$ cat src/rtl/accum_arbiter_if.sv
// accum_arbiter_if: request/command/acknowledge bundle between two requesters and the accumulator scheduler
interface accum_arbiter_if #(parameter int W = 8);
    logic         REQ0, REQ1;
    logic [1:0]   OP0, OP1;
    logic [W-1:0] D0, D1;
    logic         GNT0, GNT1;
    logic         ACK0, ACK1;
    logic         BUSY;
    logic [W-1:0] Q;
    logic         CO;
    modport master (
        output REQ0, REQ1, OP0, OP1, D0, D1,
        input  GNT0, GNT1, ACK0, ACK1, BUSY, Q, CO
    );
    modport slave (
        input  REQ0, REQ1, OP0, OP1, D0, D1,
        output GNT0, GNT1, ACK0, ACK1, BUSY, Q, CO
    );
endinterface

$ cat src/rtl/accum_arbiter.sv
// accum_arbiter: round-robin scheduler sharing one W-bit accumulator/adder between two requesters
module accum_arbiter #(parameter int W = 8) (
    input logic CK,
    input logic CLR,
    accum_arbiter_if.slave bus
);
    typedef enum logic [1:0] {IDLE, EXEC, ACK} state_t;
    state_t state, nxt;
    logic last, win, pick, any, co;
    logic [1:0] op;
    logic [W-1:0] d, q;
    logic [W:0] sum;
    // next state, tie-break winner and adder; only ADDC (10) feeds the carry back in
    always_comb begin
        any  = bus.REQ0 | bus.REQ1;
        pick = (bus.REQ0 & bus.REQ1) ? ~last : bus.REQ1;
        nxt  = state == IDLE ? (any ? EXEC : IDLE) : state == EXEC ? ACK : IDLE;
        sum  = {1'b0, q} + {1'b0, d} + {{W{1'b0}}, op == 2'b10 && co};
    end
    // state register
    always_ff @(posedge CK or negedge CLR)
        if (!CLR) state <= IDLE;
        else      state <= nxt;
    // arbitration pointer and command latch, captured on the grant edge only
    always_ff @(posedge CK or negedge CLR)
        if (!CLR) begin
            last <= 1'b1;
            win  <= 1'b0;
            op   <= 2'b00;
            d    <= '0;
        end else if (state == IDLE && any) begin
            last <= pick;
            win  <= pick;
            op   <= pick ? bus.OP1 : bus.OP0;
            d    <= pick ? bus.D1 : bus.D0;
        end
    // accumulator update at the edge closing EXEC; ADD/ADDC (op bits differ) produce a carry
    always_ff @(posedge CK or negedge CLR)
        if (!CLR) begin
            q  <= '0;
            co <= 1'b0;
        end else if (state == EXEC) begin
            q  <= op == 2'b11 ? '0 : op == 2'b00 ? d : sum[W-1:0];
            co <= (op[1] ^ op[0]) ? sum[W] : 1'b0;
        end
    assign bus.GNT0 = state == EXEC && !win;
    assign bus.GNT1 = state == EXEC && win;
    assign bus.ACK0 = state == ACK && !win;
    assign bus.ACK1 = state == ACK && win;
    assign bus.BUSY = state != IDLE;
    assign bus.Q    = q;
    assign bus.CO   = co;
endmodule

$ cat src/flat_wrapper.sv
// flat-port wrapper written by rule: the top's interface ports become plain ports
module accum_arbiter_flat 
#(parameter int W = 8)
  (CK, CLR, bus_REQ0, bus_REQ1, bus_OP0, bus_OP1, bus_D0, bus_D1, bus_GNT0, bus_GNT1, bus_ACK0, bus_ACK1, bus_BUSY, bus_Q, bus_CO);
  accum_arbiter_if #(.W(W)) bus_i ();
  input logic CK;
  input logic CLR;
  input wire logic [$bits(bus_i.REQ0)-1:0] bus_REQ0;
  input wire logic [$bits(bus_i.REQ1)-1:0] bus_REQ1;
  input wire logic [$bits(bus_i.OP0)-1:0] bus_OP0;
  input wire logic [$bits(bus_i.OP1)-1:0] bus_OP1;
  input wire logic [$bits(bus_i.D0)-1:0] bus_D0;
  input wire logic [$bits(bus_i.D1)-1:0] bus_D1;
  output wire logic [$bits(bus_i.GNT0)-1:0] bus_GNT0;
  output wire logic [$bits(bus_i.GNT1)-1:0] bus_GNT1;
  output wire logic [$bits(bus_i.ACK0)-1:0] bus_ACK0;
  output wire logic [$bits(bus_i.ACK1)-1:0] bus_ACK1;
  output wire logic [$bits(bus_i.BUSY)-1:0] bus_BUSY;
  output wire logic [$bits(bus_i.Q)-1:0] bus_Q;
  output wire logic [$bits(bus_i.CO)-1:0] bus_CO;
  assign bus_i.REQ0 = bus_REQ0;
  assign bus_i.REQ1 = bus_REQ1;
  assign bus_i.OP0 = bus_OP0;
  assign bus_i.OP1 = bus_OP1;
  assign bus_i.D0 = bus_D0;
  assign bus_i.D1 = bus_D1;
  assign bus_GNT0 = bus_i.GNT0;
  assign bus_GNT1 = bus_i.GNT1;
  assign bus_ACK0 = bus_i.ACK0;
  assign bus_ACK1 = bus_i.ACK1;
  assign bus_BUSY = bus_i.BUSY;
  assign bus_Q = bus_i.Q;
  assign bus_CO = bus_i.CO;
  accum_arbiter #(.W(W)) u_core (.CK(CK), .CLR(CLR), .bus(bus_i));
endmodule
$ cat config.mk
export PLATFORM = sky130hd
export DESIGN_NAME = accum_arbiter_flat
export DESIGN_NICKNAME = d
export VERILOG_FILES = /design/src/rtl/accum_arbiter_if.sv /design/src/rtl/accum_arbiter.sv /design/src/flat_wrapper.sv
export SDC_FILE = /design/constraint.sdc
export NUM_CORES = 1
export LEC_CHECK = 0
export ABC_CLOCK_PERIOD_IN_PS = 2550
export BUFFER_PORTS_ARGS = -buffer_cell sky130_fd_sc_hd__clkbuf_2
export CAP_MARGIN = 0
export CORE_MARGIN = 2
export CORE_UTILIZATION = 51
export DETAILED_ROUTE_END_ITERATION = 12
export PLACE_DENSITY = 0.85
export SLEW_MARGIN = 20
export SYNTH_ARGS = -nofsm -noshare
export SYNTH_HDL_FRONTEND = slang
export SYNTH_SLANG_ARGS = --single-unit
$ cat constraint.sdc
create_clock -name CK -period 2.55 [get_ports CK]
set_input_delay 0 -clock CK [delete_from_list [all_inputs] [get_ports CK]]
set_output_delay 0 -clock CK [all_outputs]
set_load 0.02 [all_outputs]
Yosys cells after proc, flatten, opt, wreduce, memory -nomap -nowiden
Index checks and enable logic that the tools add are counted.

Bits in registers: 23. Output and inout bits: 14. Logic and storage cells: 36.

Add/sub/neg operators: 2. Equal/unequal tests: 4. Multiplexer cells: 9. Bitwise operators: 4. Reduce and logical (&&, ||, !) cells: 10.

Operators with widths (count): 8-bit 2-to-1 mux (3); 8-bit by 8-bit adder with 9-bit output (1); 9-bit by 1-bit adder with 9-bit output (1); 2-bit == test (second input constant) (3); 1-bit logical AND (6); 2-bit 2-to-1 mux (3); 2-bit zero test (2); 1-bit 2-to-1 mux (3); 2-bit by 1-bit == test with 1-bit output (second input constant) (1); 2-bit nonzero test (1); 1-bit bitwise AND (1); 1-bit zero test (1); 1-bit NOT (1); 1-bit OR (1); 1-bit XOR (1).

Longest topological paths before layout
Word-level depth: 5. Mapped depth: 9.

Worst setup path after synthesis
No wires, ideal clock.

Path type: reg2reg. From: register u_core.op[0]. To: register u_core.q[6], in the netlist u_core.bus.Q[6]. Setup time: 67 ps. Arrival: 2151 ps. Setup slack: 332 ps. Cell stages (with the launch flop): 10. Path buffers: 0. Clock period less this slack: 2218 ps. Path through: dfrtp_1 inv_1 ha_1 nand2_1 fa_1 fa_1 and2b_2 o2111ai_1 a211o_2 nand3_2.

Longest elaborated chain between the ends: 5. Elaborated cells on any way between the ends: 7. Those cells by class: 1 x add/sub; 2 x eq/ne; 2 x mux; 2 x reduce/logical.

Ends and longest elaborated chain: start: declaration (line accum_arbiter.sv:10) `logic [1:0] op;`; start signal: assignment (line accum_arbiter.sv:34) `op <= pick ? bus.OP1 : bus.OP0;`; 2-bit == test (line accum_arbiter.sv:18) `sum = {1'b0, q} + {1'b0, d} + {{W{1'b0}}, op == 2'b10 && co};`; 1-bit logical AND (line accum_arbiter.sv:18); 9-bit by 1-bit adder with 9-bit output (line accum_arbiter.sv:18); 8-bit 2-to-1 mux (line accum_arbiter.sv:43) `q <= op == 2'b11 ? '0 : op == 2'b00 ? d : sum[W-1:0];`; 8-bit 2-to-1 mux (*) (line accum_arbiter.sv:43); end signal: assignment (line accum_arbiter.sv:43); end: declaration (line accum_arbiter.sv:11) `logic [W-1:0] d, q;`.

Every way passes the cells marked *; elsewhere a longest branch is shown, timed or not. A chain may end at the register's enable or synchronous reset.

Final worst setup path
From: register u_core.op[0]. To: register u_core.co, in the netlist u_core.bus.CO.

Longest elaborated chain between the ends: 4. Elaborated cells on any way between the ends: 5. Those cells by class: 1 x add/sub; 1 x eq/ne; 1 x mux; 1 x bitwise; 1 x reduce/logical.

Ends and longest elaborated chain: 2-bit == test (line accum_arbiter.sv:18); 1-bit logical AND (line accum_arbiter.sv:18); 9-bit by 1-bit adder with 9-bit output (line accum_arbiter.sv:18); 1-bit 2-to-1 mux (*) (line accum_arbiter.sv:44) `co <= (op[1] ^ op[0]) ? sum[W] : 1'b0;`; end signal: assignment (line accum_arbiter.sv:44); end: declaration (line accum_arbiter.sv:9) `logic last, win, pick, any, co;`.

Marks and branches as above.

==> run metrics <==
GRT overflow=0; via count=about 1,400; Final ANT Viol Nets=0; Max IR drop VDD=823 uV; initial antenna violation count=0; final wirelength=roughly 3.8 mm; Max Cap Viol=0; Synth top area share=0.358; Min-Delay Startpoint=bus_D0[3]; largest net degree at the start of global routing=24; Avg Cell Area, Syn=approximately 9.3 um2; Initial Util=0.549; post-cts sizing count=0; crit path launch=u_core.op[0]; DR vias/cell=5.71; first-pass GRT wire length=6.02 mm; Post-DP Area=1710 um2; Finished Cell Area=1910 um2; relative slew slack=0.593; Tmin final=about 2400 ps; die area=3470 um2; worst-path cell chain=inv_1 -> ha_1 -> nand2_1 -> fa_1 -> fa_1 -> and2b_2 -> o2111ai_1 -> a31oi_1 -> a2bb2oi_1; clock latency on the worst-skew pair=between 300 and 400 ps; RSZ-0062 raised after global routing=no; largest area contributor in the synthesized netlist=dfrtp_1; number of flops mapped to enable cells by yosys=0; Slowest Stage Delay on Critical Path=420 ps; drt pass-1 iters=4; Post-Synthesis Net Count=201; kind of end point of the critical path=register; max frequency=about 410 MHz; Period Utilization, post-route=0.948; Die H=just under 60 um; Leak=0.911 nW; routability cong.=~0.93; Chip Width=slightly below 60 um; number of synthesized register bits=23; Post-DP HPWL=about 2.6 mm; CTS Buffer Depth=2; Slew Limit Fails=0; wire per inst=15.3 um; slowest CP cell=dfrtp_1; synth unique cells=42; most frequent cells in the layout=37 x clkbuf_2, 22 x dfrtp_1, 18 x nor2_1; Final Hold Vio Count=0; worst endpoint data arrival time=2660 ps; # DRC=0; status=complete, no violations; Worst Slack Setup Final=131 ps; CP startpoint kind=register; CTS Buf Count=3; CTS Sinks=23; fraction of layout cells with a size suffix above 1=0.235; iteration-0 DRC count of the detailed router=a little over 40; Worst path most repeated cell=fa_1; WS Path Type=reg -> reg; Pwr per Cell Area=1270 nW/um2; Hold Path Class=in -> reg; number of port buffers=37; row count=19; commonest non-fill, non-tap cell in the layout=clkbuf_2; Worst Max-Slew Pin Slew=609 ps; Worst path top cell family by delay=adder cells; total power=0.00243 W; Reg clk slew, reported paths=~130 ps; Setup TNS Final=0 ps; Post-CTS Repair Setup Buffers=0; Area growth, synth to finish=24.1%; RR Startpoint=u_core.op[0]; n_diodes=0; critical path required time=2800 ps; H-tree level count=1; hold_ws=about 10 ps; Area contributors post-synth=dfrtp_1 36%, ha_1 8.1%, mux2i_1 7.8%, a21oi_1 4.9%, nor2_1 4.4%; core area=approximately 2800 um2; I/O pin cnt=38; Net count, final=254; CP max FO=3; Root Driver=clkbuf_4; vias in the first global route=1,343; clk_skew=~3.8 ps; Cells after Synth=165; Seq/Total Area, Yosys=0.375; Yosys Warn Count=0; Top FF cell, synth=dfrtp_1; CTS tree=yes; Buf+Inv Stages, Crit Path=1; Final Setup Violations=0; pre-CTS WS=~190 ps; cell area after synthesis=between 1500 and 2000 um2; GRT Overall Usage=0.230; FFs w/ async S/R, synth=1.00; hold buffer count at cts=17
[power by group]
part | internal (W) | total [W] | switching [W]
sequential | 0.000540 | 0.000694 | 0.000154
combinational | 0.000653 | 0.00156 | 0.000910
clock | 0.0000610 | 0.000173 | 0.000112
total | 0.00125 | 0.00243 | 0.00118
[final timing paths]
| kind | slack (ps) | to | depth (start not counted) |
|---|---|---|---|
| hold reg to reg | 510 | u_core.last | 2 |
| setup / recovery | 130 | u_core.bus.CO | 9 |
| min in group asynchronous | 190 | u_core.bus.Q[2] | 2 |
| max in group asynchronous | 1980 | u_core.last | 2 |
| setup reg to reg | 130 | u_core.bus.CO | 9 |
| hold / removal | 10 | u_core.d[3] | 3 |
[logic make-up after synthesis]
family,after synthesis,synth area share
buf+inv,17,0.0618
fa+ha+maj,12,0.107
flops,23,0.375
compound gates,48,0.194
simple gates,51,0.172
mux,12,0.0781
xor+xnor,2,0.0114
[tightest hold or removal path: cells and delay by family]
kind / cells / cell delay [ps]
AOI/OAI and AO/OA: 1 / 90
buffers and inverters: 1 / 80
muxes: 1 / 120
[Yosys cell counts, drive strengths merged (3+ instances only)]
master / count
dfrtp: 22
nor2: 19
a21oi: 15
nand2: 14
o21ai: 13
mux2i: 12
ha: 10
inv: 10
buf: 6
a22oi: 4
nor3b: 4
nand2b: 3
[through the flow]
step	instances	util
4_1_cts	248	0.681
5_1_grt	248	0.681
6_report	248	0.681
3_3_place_gp	227	0.611
3_5_place_dp	227	0.611
2_1_floorplan	165	-
[flip-flops by register name (all words and copies together), names as in the netlist]
signal / flops
u_core.bus.Q: 8
u_core.last: 1
u_core.bus.CO: 1
u_core.win: 1
u_core.d: 8
u_core.state: 2
u_core.op: 2
[area by class of cell]
class | count | area [um2]
Fill cell | 228 | 896
Timing Repair Buffer | 55 | 363
Multi-Input combinational cell | 125 | 867
Clock buffer | 4 | 26.3
Sequential cell | 23 | 577
Inverter | 10 | 37.5
Tap cell | 31 | 38.8
[metal layers]
layer  share of wire  track usage
met4          0.0087       0.0519
met1            0.41        0.290
met2            0.52        0.417
met5               0            0
met3           0.056       0.0286
No activity file was read; power rests on OpenSTA's default activity.
